File: src/rtl/multicycle_control_pkg.sv
// Shared definitions for the multicycle MIPS control slice.
// Contents: state encodings, ALU control codes, opcode/funct constants,
// ALUSrcB/PCSource encodings, ALU-control class enum, legality helper.
package multicycle_control_pkg;

  // state   | meaning
  // FETCH    | read instruction at PC, PC+4 on ALU
  // DECODE   | register read, branch target into ALUOut
  // MEM_ADDR | effective address for lw/sw
  // MEM_RD   | data read, wait on mem_ready
  // MEM_WB   | MDR to rt
  // MEM_WR   | data write, wait on mem_ready
  // R_EXEC   | R-type ALU op
  // R_WB     | ALUOut to rd
  // BRANCH   | beq compare and conditional PC load
  // JUMP     | PC <- jump target
  // I_EXEC   | immediate ALU op
  // I_WB     | ALUOut to rt
  localparam logic [3:0] S_FETCH    = 4'd0;
  localparam logic [3:0] S_DECODE   = 4'd1;
  localparam logic [3:0] S_MEM_ADDR = 4'd2;
  localparam logic [3:0] S_MEM_RD   = 4'd3;
  localparam logic [3:0] S_MEM_WB   = 4'd4;
  localparam logic [3:0] S_MEM_WR   = 4'd5;
  localparam logic [3:0] S_R_EXEC   = 4'd6;
  localparam logic [3:0] S_R_WB     = 4'd7;
  localparam logic [3:0] S_BRANCH   = 4'd8;
  localparam logic [3:0] S_JUMP     = 4'd9;
  localparam logic [3:0] S_I_EXEC   = 4'd10;
  localparam logic [3:0] S_I_WB     = 4'd11;

  localparam logic [3:0] ALU_AND = 4'd0;
  localparam logic [3:0] ALU_OR  = 4'd1;
  localparam logic [3:0] ALU_ADD = 4'd2;
  localparam logic [3:0] ALU_SUB = 4'd6;
  localparam logic [3:0] ALU_SLT = 4'd7;
  localparam logic [3:0] ALU_LUI = 4'd11;
  localparam logic [3:0] ALU_NOR = 4'd12;

  localparam logic [5:0] OP_RTYPE = 6'h00;
  localparam logic [5:0] OP_J     = 6'h02;
  localparam logic [5:0] OP_BEQ   = 6'h04;
  localparam logic [5:0] OP_ADDI  = 6'h08;
  localparam logic [5:0] OP_SLTI  = 6'h0A;
  localparam logic [5:0] OP_ANDI  = 6'h0C;
  localparam logic [5:0] OP_ORI   = 6'h0D;
  localparam logic [5:0] OP_LUI   = 6'h0F;
  localparam logic [5:0] OP_LW    = 6'h23;
  localparam logic [5:0] OP_SW    = 6'h2B;

  localparam logic [5:0] FN_ADD = 6'h20;
  localparam logic [5:0] FN_SUB = 6'h22;
  localparam logic [5:0] FN_AND = 6'h24;
  localparam logic [5:0] FN_OR  = 6'h25;
  localparam logic [5:0] FN_NOR = 6'h27;
  localparam logic [5:0] FN_SLT = 6'h2A;

  localparam logic [1:0] SRCB_REG     = 2'b00;
  localparam logic [1:0] SRCB_FOUR    = 2'b01;
  localparam logic [1:0] SRCB_IMM     = 2'b10;
  localparam logic [1:0] SRCB_IMM_SH2 = 2'b11;

  localparam logic [1:0] PCSRC_ALU    = 2'b00;
  localparam logic [1:0] PCSRC_ALUOUT = 2'b01;
  localparam logic [1:0] PCSRC_JUMP   = 2'b10;

  // Which rule picks the ALU op in the current state.
  typedef enum logic [1:0] {
    ACLS_ADD,
    ACLS_SUB,
    ACLS_FUNCT,
    ACLS_OPCODE
  } alu_cls_e;

  function automatic logic op_legal(input logic [5:0] op, input logic [5:0] fn);
    case (op)
      OP_RTYPE: return fn inside {FN_ADD, FN_SUB, FN_AND, FN_OR, FN_NOR, FN_SLT};
      OP_LW, OP_SW, OP_BEQ, OP_J,
      OP_ADDI, OP_ANDI, OP_ORI, OP_SLTI, OP_LUI: return 1'b1;
      default: return 1'b0;
    endcase
  endfunction

endpackage

File: src/rtl/multicycle_control_if.sv
// Control bus between the multicycle controller and the datapath/memory.
// master: controller (consumes IR fields, zero, mem_ready; drives controls).
// slave : datapath side.
interface multicycle_control_if;
  logic [5:0] opcode;
  logic [5:0] funct;
  logic       zero;
  logic       mem_ready;
  logic [3:0] alu_ctl;
  logic       alu_src_a;
  logic [1:0] alu_src_b;
  logic [1:0] pc_source;
  logic       pc_write;
  logic       i_or_d;
  logic       mem_read;
  logic       mem_write;
  logic       ir_write;
  logic       reg_dst;
  logic       mem_to_reg;
  logic       reg_write;
  logic       instr_done;
  logic       illegal_op;
  logic       bus_error;
  logic [3:0] state;

  modport master (
    input  opcode, funct, zero, mem_ready,
    output alu_ctl, alu_src_a, alu_src_b, pc_source, pc_write, i_or_d,
           mem_read, mem_write, ir_write, reg_dst, mem_to_reg, reg_write,
           instr_done, illegal_op, bus_error, state
  );

  modport slave (
    output opcode, funct, zero, mem_ready,
    input  alu_ctl, alu_src_a, alu_src_b, pc_source, pc_write, i_or_d,
           mem_read, mem_write, ir_write, reg_dst, mem_to_reg, reg_write,
           instr_done, illegal_op, bus_error, state
  );
endinterface

File: src/rtl/multicycle_control_alu_ctl_decode.sv
// Combinational ALU control decode.
// cls_i     : which rule applies (fixed ADD, fixed SUB, from funct, from opcode)
// opcode_i  : IR[31:26]
// funct_i   : IR[5:0]
// alu_ctl_o : 4-bit ALU operation
module alu_ctl_decode
  import multicycle_control_pkg::*;
(
  input  alu_cls_e   cls_i,
  input  logic [5:0] opcode_i,
  input  logic [5:0] funct_i,
  output logic [3:0] alu_ctl_o
);

  always_comb begin
    alu_ctl_o = ALU_ADD;
    case (cls_i)
      ACLS_SUB: alu_ctl_o = ALU_SUB;
      ACLS_FUNCT: begin
        case (funct_i)
          FN_SUB:  alu_ctl_o = ALU_SUB;
          FN_AND:  alu_ctl_o = ALU_AND;
          FN_OR:   alu_ctl_o = ALU_OR;
          FN_NOR:  alu_ctl_o = ALU_NOR;
          FN_SLT:  alu_ctl_o = ALU_SLT;
          default: alu_ctl_o = ALU_ADD;
        endcase
      end
      ACLS_OPCODE: begin
        case (opcode_i)
          OP_ANDI: alu_ctl_o = ALU_AND;
          OP_ORI:  alu_ctl_o = ALU_OR;
          OP_SLTI: alu_ctl_o = ALU_SLT;
          OP_LUI:  alu_ctl_o = ALU_LUI;
          default: alu_ctl_o = ALU_ADD;
        endcase
      end
      default: alu_ctl_o = ALU_ADD;
    endcase
  end

endmodule

File: src/rtl/multicycle_control.sv
// Multicycle MIPS control FSM: sequences fetch/decode/execute/memory/
// writeback and drives every datapath enable/select plus the ALU op.
// clk   : system clock
// rst_n : asynchronous active-low reset (back to FETCH, wait counter 0)
// ctl   : control bus, master side (see multicycle_control_if)
// MEM_TIMEOUT: max wait cycles for mem_ready per access, 0 = no limit
module multicycle_control
  import multicycle_control_pkg::*;
#(
  parameter int MEM_TIMEOUT = 16
) (
  input  logic                 clk,
  input  logic                 rst_n,
  multicycle_control_if.master ctl
);

  localparam int CNT_W = (MEM_TIMEOUT > 1) ? $clog2(MEM_TIMEOUT) : 1;

  logic [3:0]       state_q, state_d;
  logic [CNT_W-1:0] wait_q, wait_d;
  logic             mem_state;
  logic             timeout;
  logic             legal;
  alu_cls_e         alu_cls;
  logic [3:0]       alu_ctl_w;

  assign mem_state = state_q inside {S_FETCH, S_MEM_RD, S_MEM_WR};
  assign legal     = op_legal(ctl.opcode, ctl.funct);
  // mem_ready wins over an expiring counter in the same cycle.
  assign timeout   = (MEM_TIMEOUT != 0) && mem_state && !ctl.mem_ready &&
                     (wait_q == CNT_W'(MEM_TIMEOUT - 1));

  always_comb begin
    state_d = state_q;
    case (state_q)
      S_FETCH:    if (ctl.mem_ready) state_d = S_DECODE;
      S_DECODE: begin
        if (!legal) state_d = S_FETCH;
        else begin
          case (ctl.opcode)
            OP_LW, OP_SW: state_d = S_MEM_ADDR;
            OP_RTYPE:     state_d = S_R_EXEC;
            OP_BEQ:       state_d = S_BRANCH;
            OP_J:         state_d = S_JUMP;
            default:      state_d = S_I_EXEC;
          endcase
        end
      end
      S_MEM_ADDR: state_d = (ctl.opcode == OP_LW) ? S_MEM_RD : S_MEM_WR;
      S_MEM_RD: begin
        if (ctl.mem_ready)  state_d = S_MEM_WB;
        else if (timeout)   state_d = S_FETCH;
      end
      S_MEM_WR:   if (ctl.mem_ready || timeout) state_d = S_FETCH;
      S_R_EXEC:   state_d = S_R_WB;
      S_I_EXEC:   state_d = S_I_WB;
      default:    state_d = S_FETCH;
    endcase
  end

  // Counter only runs while stalled in a memory state; any exit, re-entry
  // after a timeout, or non-memory state leaves it at zero.
  assign wait_d = (mem_state && !ctl.mem_ready && !timeout) ? wait_q + 1'b1 : '0;

  always_ff @(posedge clk or negedge rst_n) begin
    if (!rst_n) begin
      state_q <= S_FETCH;
      wait_q  <= '0;
    end else begin
      state_q <= state_d;
      wait_q  <= wait_d;
    end
  end

  alu_ctl_decode u_alu_ctl_decode (
    .cls_i     (alu_cls),
    .opcode_i  (ctl.opcode),
    .funct_i   (ctl.funct),
    .alu_ctl_o (alu_ctl_w)
  );

  assign ctl.alu_ctl = alu_ctl_w;
  assign ctl.state   = state_q;

  always_comb begin
    alu_cls        = ACLS_ADD;
    ctl.alu_src_a  = 1'b0;
    ctl.alu_src_b  = SRCB_REG;
    ctl.pc_source  = PCSRC_ALU;
    ctl.pc_write   = 1'b0;
    ctl.i_or_d     = 1'b0;
    ctl.mem_read   = 1'b0;
    ctl.mem_write  = 1'b0;
    ctl.ir_write   = 1'b0;
    ctl.reg_dst    = 1'b0;
    ctl.mem_to_reg = 1'b0;
    ctl.reg_write  = 1'b0;
    ctl.instr_done = 1'b0;
    ctl.illegal_op = 1'b0;
    ctl.bus_error  = timeout;
    case (state_q)
      S_FETCH: begin
        ctl.mem_read  = 1'b1;
        ctl.alu_src_b = SRCB_FOUR;
        ctl.ir_write  = ctl.mem_ready;
        ctl.pc_write  = ctl.mem_ready;
      end
      S_DECODE: begin
        ctl.alu_src_b  = SRCB_IMM_SH2;
        ctl.illegal_op = !legal;
      end
      S_MEM_ADDR: begin
        ctl.alu_src_a = 1'b1;
        ctl.alu_src_b = SRCB_IMM;
      end
      S_MEM_RD: begin
        ctl.mem_read = 1'b1;
        ctl.i_or_d   = 1'b1;
      end
      S_MEM_WR: begin
        ctl.mem_write  = 1'b1;
        ctl.i_or_d     = 1'b1;
        ctl.instr_done = ctl.mem_ready;
      end
      S_MEM_WB: begin
        ctl.reg_write  = 1'b1;
        ctl.mem_to_reg = 1'b1;
        ctl.instr_done = 1'b1;
      end
      S_R_EXEC: begin
        alu_cls       = ACLS_FUNCT;
        ctl.alu_src_a = 1'b1;
      end
      S_I_EXEC: begin
        alu_cls       = ACLS_OPCODE;
        ctl.alu_src_a = 1'b1;
        ctl.alu_src_b = SRCB_IMM;
      end
      S_R_WB, S_I_WB: begin
        ctl.reg_write  = 1'b1;
        ctl.reg_dst    = (state_q == S_R_WB);
        ctl.instr_done = 1'b1;
      end
      S_BRANCH: begin
        alu_cls        = ACLS_SUB;
        ctl.alu_src_a  = 1'b1;
        ctl.pc_source  = PCSRC_ALUOUT;
        ctl.pc_write   = ctl.zero;
        ctl.instr_done = 1'b1;
      end
      S_JUMP: begin
        ctl.pc_source  = PCSRC_JUMP;
        ctl.pc_write   = 1'b1;
        ctl.instr_done = 1'b1;
      end
      default: ;
    endcase
  end

endmodule

File: src/flat_wrapper.sv
// flat-port wrapper written by rule: the top's interface ports become plain ports
module multicycle_control_flat import multicycle_control_pkg::*;
#(
  parameter int MEM_TIMEOUT = 16
)
  (clk, rst_n, ctl_opcode, ctl_funct, ctl_zero, ctl_mem_ready, ctl_alu_ctl, ctl_alu_src_a, ctl_alu_src_b, ctl_pc_source, ctl_pc_write, ctl_i_or_d, ctl_mem_read, ctl_mem_write, ctl_ir_write, ctl_reg_dst, ctl_mem_to_reg, ctl_reg_write, ctl_instr_done, ctl_illegal_op, ctl_bus_error, ctl_state);
  multicycle_control_if ctl_i ();
  input  logic clk;
  input  logic rst_n;
  input wire logic [$bits(ctl_i.opcode)-1:0] ctl_opcode;
  input wire logic [$bits(ctl_i.funct)-1:0] ctl_funct;
  input wire logic [$bits(ctl_i.zero)-1:0] ctl_zero;
  input wire logic [$bits(ctl_i.mem_ready)-1:0] ctl_mem_ready;
  output wire logic [$bits(ctl_i.alu_ctl)-1:0] ctl_alu_ctl;
  output wire logic [$bits(ctl_i.alu_src_a)-1:0] ctl_alu_src_a;
  output wire logic [$bits(ctl_i.alu_src_b)-1:0] ctl_alu_src_b;
  output wire logic [$bits(ctl_i.pc_source)-1:0] ctl_pc_source;
  output wire logic [$bits(ctl_i.pc_write)-1:0] ctl_pc_write;
  output wire logic [$bits(ctl_i.i_or_d)-1:0] ctl_i_or_d;
  output wire logic [$bits(ctl_i.mem_read)-1:0] ctl_mem_read;
  output wire logic [$bits(ctl_i.mem_write)-1:0] ctl_mem_write;
  output wire logic [$bits(ctl_i.ir_write)-1:0] ctl_ir_write;
  output wire logic [$bits(ctl_i.reg_dst)-1:0] ctl_reg_dst;
  output wire logic [$bits(ctl_i.mem_to_reg)-1:0] ctl_mem_to_reg;
  output wire logic [$bits(ctl_i.reg_write)-1:0] ctl_reg_write;
  output wire logic [$bits(ctl_i.instr_done)-1:0] ctl_instr_done;
  output wire logic [$bits(ctl_i.illegal_op)-1:0] ctl_illegal_op;
  output wire logic [$bits(ctl_i.bus_error)-1:0] ctl_bus_error;
  output wire logic [$bits(ctl_i.state)-1:0] ctl_state;
  assign ctl_i.opcode = ctl_opcode;
  assign ctl_i.funct = ctl_funct;
  assign ctl_i.zero = ctl_zero;
  assign ctl_i.mem_ready = ctl_mem_ready;
  assign ctl_alu_ctl = ctl_i.alu_ctl;
  assign ctl_alu_src_a = ctl_i.alu_src_a;
  assign ctl_alu_src_b = ctl_i.alu_src_b;
  assign ctl_pc_source = ctl_i.pc_source;
  assign ctl_pc_write = ctl_i.pc_write;
  assign ctl_i_or_d = ctl_i.i_or_d;
  assign ctl_mem_read = ctl_i.mem_read;
  assign ctl_mem_write = ctl_i.mem_write;
  assign ctl_ir_write = ctl_i.ir_write;
  assign ctl_reg_dst = ctl_i.reg_dst;
  assign ctl_mem_to_reg = ctl_i.mem_to_reg;
  assign ctl_reg_write = ctl_i.reg_write;
  assign ctl_instr_done = ctl_i.instr_done;
  assign ctl_illegal_op = ctl_i.illegal_op;
  assign ctl_bus_error = ctl_i.bus_error;
  assign ctl_state = ctl_i.state;
  multicycle_control #(.MEM_TIMEOUT(MEM_TIMEOUT)) u_core (.clk(clk), .rst_n(rst_n), .ctl(ctl_i));
endmodule
File: config.mk
export PLATFORM = sky130hd
export DESIGN_NAME = multicycle_control_flat
export DESIGN_NICKNAME = d
export VERILOG_FILES = /design/src/rtl/multicycle_control_pkg.sv /design/src/rtl/multicycle_control_if.sv /design/src/rtl/multicycle_control_alu_ctl_decode.sv /design/src/rtl/multicycle_control.sv /design/src/flat_wrapper.sv
export SDC_FILE = /design/constraint.sdc
export NUM_CORES = 1
export LEC_CHECK = 0
export CAP_MARGIN = 20
export CORE_MARGIN = 5
export CORE_UTILIZATION = 42
export CTS_BUF_LIST = sky130_fd_sc_hd__clkbuf_16
export CTS_CLUSTER_SIZE = 10
export DETAILED_ROUTE_END_ITERATION = 10
export PLACE_DENSITY = 0.8
export SLEW_MARGIN = 25
export SYNTH_ARGS = -nofsm -noshare
export SYNTH_HDL_FRONTEND = slang
export SYNTH_HIERARCHICAL = 1
export SYNTH_SLANG_ARGS = --single-unit
File: constraint.sdc
create_clock -name clk -period 2.3 [get_ports clk]
set_clock_uncertainty 0.05 [all_clocks]
set_input_delay 0.23 -clock clk [delete_from_list [all_inputs] [get_ports clk]]
set_output_delay 0.23 -clock clk [all_outputs]
set_load 0.01 [all_outputs]
# Word level (Yosys, flattened, before mapping)
# Cells that the tools add are included.
dict set report classes {
  add_sub_neg 1
  n_eq_ne 33
  n_mux 27
  n_reduce_logical 21
}
# op count
set op_table {}
lappend op_table {{equality test 6 bit (second input constant)} 8}
lappend op_table {{case mux 4 bit (4 select lines)} 2}
lappend op_table {{equality test 6 x 4 -> 1 bit (second input constant)} 5}
lappend op_table {{case mux 4 bit (7 select lines)} 1}
lappend op_table {{two-way mux 4 bit} 6}
lappend op_table {{equality test 4 bit (second input constant)} 5}
lappend op_table {{case mux 4 bit (5 select lines)} 1}
lappend op_table {{equality test 4 x 3 -> 1 bit (second input constant)} 4}
lappend op_table {{case mux 2 bit (3 select lines)} 2}
lappend op_table {{case mux 4 bit (3 select lines)} 1}
lappend op_table {{OR reduction 2 bit} 5}
lappend op_table {{two-way mux 1 bit} 9}
lappend op_table {{OR reduction 9 bit} 1}
lappend op_table {{equality test 4 x 2 -> 1 bit (second input constant)} 2}
lappend op_table {{equality test 6 x 2 -> 1 bit (second input constant)} 1}
lappend op_table {{equality test 6 x 3 -> 1 bit (second input constant)} 1}
lappend op_table {{logical NOT 6 bit} 1}
lappend op_table {{nonzero test 6 bit} 1}
lappend op_table {{OR reduction 5 bit} 1}
lappend op_table {{adder 4 x 1 -> 4 bit (second input constant)} 1}
lappend op_table {{equality test 2 bit (second input constant)} 2}
lappend op_table {{equality test 4 x 1 -> 1 bit (second input constant)} 1}
lappend op_table {{logical NOT 4 bit} 1}
lappend op_table {{inequality test 2 bit (second input constant)} 2}
lappend op_table {{other kinds (13)} 18}
dict set report totals {
  regBits 8
  output_inout_bits 24
  wordCells 84
}

# Logic depth before layout (Yosys ltp)
dict set report depth {
  word_depth 7
  ltp_mapped 8
}

# By module
# Netlist, hierarchy kept.
# mod instances cells_per_inst area_per_inst_um2 seq_area_each_um2
set by_module_without_submodules {}
lappend by_module_without_submodules {multicycle_control 1 104 787.0 200.2}
lappend by_module_without_submodules {alu_ctl_decode 1 23 145.1 0.0}

# Least setup slack after synthesis
# Ideal clock, no wire load.
dict set report synth_path {
  path_kind {register to output}
  from {register u_core.state_q[2] (netlist: u_core/ctl.state[2])}
  to {output ctl_alu_ctl[2]}
  arrival_ps 1873
  required_time_ps 2020
  setup_slack_ps 147
  stages_incl_launch_ff 9
  path_cell_list {dfrtp_1 > clkbuf_1 > clkbuf_1 > inv_1 > nand2_1 > nor2_1 > and4bb_2 > nand2_1 > o21ai_0}
}
dict set report synth_between {
  elab_chain_len 4
}
# element line
set synth_lines {}
lappend synth_lines {{start, declared} multicycle_control.sv:19} ;# logic [3:0] state_q, state_d;
lappend synth_lines {{start signal, assigned} multicycle_control.sv:70} ;# state_q <= state_d;
lappend synth_lines {{equality test 4 bit or equality test 4 x 3 -> 1 bit (tied branches)} multicycle_control.sv:101} ;# case (state_q)
lappend synth_lines {{case mux 2 bit (3 select lines) (*)} multicycle_control.sv:101}
lappend synth_lines {{net u_core.alu_cls[0]} multicycle_control.sv:24} ;# alu_cls_e alu_cls;
lappend synth_lines {{equality test 2 bit or equality test 2 x 1 -> 1 bit (tied branches)} multicycle_control_alu_ctl_decode.sv:17} ;# case (cls_i)
lappend synth_lines {{case mux 4 bit (3 select lines) (*)} multicycle_control_alu_ctl_decode.sv:17}
lappend synth_lines {{end, declared} flat_wrapper.sv:14} ;# output wire logic [$bits(ctl_i.alu_ctl)-1:0] ctl_alu_ctl;
# Mark *: on every way through the listed nets, which the timed path passes. The rest lies on a longest branch.

# Worst setup path in the final report
dict set report layout_path {
  from {input ctl_opcode[0]}
  to {output ctl_illegal_op}
}
dict set report layout_between {
  elab_chain_len 5
}
# element line
set layout_lines {}
lappend layout_lines {{start, declared} flat_wrapper.sv:10} ;# input wire logic [$bits(ctl_i.opcode)-1:0] ctl_opcode;
lappend layout_lines {{equality test 6 x 4 -> 1 bit (tied with other cells)} multicycle_control_pkg.sv:76} ;# case (op)
lappend layout_lines {{OR reduction 9 bit} multicycle_control_pkg.sv:76}
lappend layout_lines {{case mux 1 bit (2 select lines) (*)} multicycle_control_pkg.sv:76}
lappend layout_lines {{logical NOT 1 bit (*)} -}
lappend layout_lines {{two-way mux 1 bit (*)} multicycle_control.sv:101}
lappend layout_lines {{end, declared} flat_wrapper.sv:27} ;# output wire logic [$bits(ctl_i.illegal_op)-1:0] ctl_illegal_op;
# Every way passes the cells marked *; elsewhere a longest branch is shown, timed or not.

==> flow_summary_export.csv <==
group,metric,value,unit
run_status,status,"finished clean",
floorplan,fp-row-count,17,
grt,grt_pass1_wl,5112,µm
routing,vias,1210,
yosys,synth_adder_area_share,0.02416,
run,drv_cap,0,
yosys,syn_area_per_cell,7.340,µm²
critical_path,crit_type,"in2out",
clocking,cts_tree,"done",
yosys,yosysTopAreaCellShare,0.2148,
clocking,h-tree-depth,1,
routing,dr.pass1.iters,5,
timing,grt_setup_unrepaired,"true",
power,p_total,0.001286,W
critical_path,cp_max_fo,3,
yosys,ys_seq_area_frac,0.2148,
finish,syn_to_final_growth,75.17,%
grt,grt_overflow,0,
timing,period_minus_slack,2.279,ns
yosys,synth-simple-area-share,0.3718,
power,max-vdd-ir-drop,0.5951,mV
clocking,cts_hold_buf,0,
critical_path,path_buf_inv,2,
power,power_density,787.6,nW/µm²
placement,place.gp.congestion,0.8739,
critical_path,cp_top_family,"buffers and inverters",
routing,avgRoutedWirePerCell,14.89,µm
routing,post_drt_via_cell_ratio,5.654,
critical_path,end_kind,"output port",
yosys,synth_top_family_by_area,"simple AND/OR/NAND/NOR gates",
yosys,synth_xor_area_frac,0.03758,
finish,fin_nets,205,
yosys,synth-compound-area-share,0.2819,
finish,drive_gt1_frac,0.2043,
finish,diodes,0,
clocking,clock_latency,0.23,ns
power,p_leak,0.6840,nW
yosys,synthMuxAreaShare,0.01074,
timing,hold_viol_final,0,
yosys,postSynthCellCount,127,
yosys,yosysWarnings,6,
clocking,cts_root_buf,"clkbuf_16",
floorplan,initial_core_util,0.4296,
yosys,synth_nets,144,
floorplan,die_h,57.11,µm
worst_hold_path,hold_class,"in2async",
routing,first_iter_violations,51,
routing,drt_wl_total,3186,µm
routing,drc,0,
yosys,synth_area,932.1,µm²
critical_path,cp.arrival,2.00,ns
floorplan,coreArea,2170,µm²
routing,antenna_left,0,
clocking,cts_sinks,8,
critical_path,crit_chain,"clkdlybuf4s50_1 -> or2_2 -> a2111oi_4 -> a211oi_2 -> and2_1 -> clkdlybuf4s50_1",
yosys,yosys-top-cells-area,"dfrtp_1, nor2_1, nand2b_1, a21oi_1, nor3_1",
yosys,synthArstFlopShare,1.000,
floorplan,die_w,57.11,µm
timing,finalCritPeriodShare,0.9907,
timing,drv_slew,0,
timing,slew_headroom,0.6367,
grt,track_usage,0.1917,
yosys,synth_ff_type,"dfrtp_1",
timing,tightest_slew,0.5444,ns
floorplan,ios,40,
grt,grt_pass1_vias,1197,
critical_path,critical-path-max-stage-delay,0.47,ns
placement,post-dp-hpwl,2393,µm
critical_path,cpMostUsedCell,"clkdlybuf4s50_1",
placement,place_area,1501,µm²
yosys,synth_cell_types,46,
floorplan,dieArea,3262,µm²
critical_path,required,2.02,ns
finish,design_area,1633,µm²
clocking,clk_pin_slew,0.04,ns
timing,fmax,0.4388,GHz
critical_path,startpoint_type,"primary input",
timing,setup_viol,0,
critical_path,slowest_stage,"clkdlybuf4s50_1",
grt,antenna_found_initial,0,
placement,io_buffers,39,
grt,grt_max_degree,14,
yosys,synth_edf_count,0,
clocking,cts.path.max_buffers,2,
yosys,yosysTopAreaCell,"dfrtp_1",
yosys,ys_seq_elements,8,
clocking,cts-buffers-inserted,3,
clocking,cts_setup_buffers,0,
==> state kept, by name (all words and copies together) (netlist names) <==
register	count
u_core/ctl.state	4
u_core/wait_q	4
==> what timing repair did <==
action / CTS / global route
endpoints found under the setup margin: 5 / 4
endpoints found under the hold margin: 0 / 0
gates resized for setup: 12 / 10
==> synthesized netlist by cell type (2+ instances only) <==
cell,number
a211oi_1,2
nor4_1,2
o22ai_1,3
o211ai_1,2
nand2_1,7
nor2b_1,2
inv_1,5
o31a_1,3
a21oi_1,8
nor2_1,14
o21ai_0,7
nand3_1,6
dfrtp_1,8
o21bai_1,2
buf_2,2
nor3_1,8
nand2b_1,7
clkbuf_1,4
xor2_1,2
xnor2_1,2
nand3b_1,2
nor4bb_1,3
nor3b_1,3
==> metal layers <==
metal / wire length, µm / up-vias / global-route usage
li1: - / 600 / -
met1: 1315 / 558 / 0.2251
met2: 1643 / 46 / 0.3377
met3: 183 / 6 / 0.04072
met4: 45 / 0 / 0.07616
met5: 0 / - / 0
==> path summary, 6_finish.rpt <==
| path | start | to | slack (ns) | cells past startpoint |
|---|---|---|---|---|
| worst max-delay path | ctl_opcode[0] | ctl_illegal_op | 0.02 | 6 |
| worst min-delay path | rst_n | u_core/wait_q[1]$_DFF_PN0_ | 0.23 | 1 |
| worst max register to register | u_core/ctl.state[2]$_DFFE_PN0P_ | u_core/ctl.state[0]$_DFFE_PN0P_ | 0.52 | 5 |
| worst min register to register | u_core/wait_q[0]$_DFF_PN0_ | u_core/wait_q[0]$_DFF_PN0_ | 0.42 | 1 |
| max in group asynchronous | rst_n | u_core/wait_q[0]$_DFF_PN0_ | 1.71 | 1 |
| min in group clk | u_core/wait_q[0]$_DFF_PN0_ | u_core/wait_q[0]$_DFF_PN0_ | 0.42 | 1 |
==> final cells by class <==
class,instances,area [µm²]
clock buffer,3,75.07
fill,169,536.8
inverter,5,18.77
multi-input combinational,107,735.7
sequential,8,200.2
tap,28,35.03
timing repair buffer,63,568.0
==> logic make-up (layout without fill, tap and decap cells) <==
group                    after synthesis  count (layout)
XOR/XNOR                               4               4
AO/OA/AOI/OAI                         39              39
flip-flops                             8               8
buffers and inverters                 12              71
AND/OR/NAND/NOR                       61              61
multiplexers                           1               1
adder cells (fa/ha/maj)                2               2
==> stage by stage <==
stage	cells	TNS, ns	hold WS [ns]	utilization	setup slack, ns
2_1_floorplan	127	0	-0.1156	-	0.1470
3_3_place_gp	211	-0.1122	0.3969	0.6920	-0.1122
3_5_place_dp	211	-0.2236	0.4151	0.6920	-0.2236
4_1_cts	214	0	0.2412	0.7376	0.001413
5_1_grt	214	-0.05872	0.2828	0.7526	-0.05872
6_report	214	0	0.2326	0.7526	0.02129
==> power breakdown <==
part	total, W	internal (W)	switching, W	leakage [nW]
logic	0.000796	0.000407	0.000389	0.539
clock network	0.000288	0.000224	0.0000646	0.0370
registers	0.000202	0.000174	0.0000272	0.108
==> cells in the final DEF, fill, tap and decap left out, drive strengths merged, types with 5 or more instances in the layout <==
master,count
dfrtp,8
nor2,14
nor3,8
o21ai,7
nand2b,7
buf,24
inv,5
nand2,7
clkdlybuf4s50,31
nand3,6
a21oi,8
Note: power is estimated with default switching activity, not from simulation.
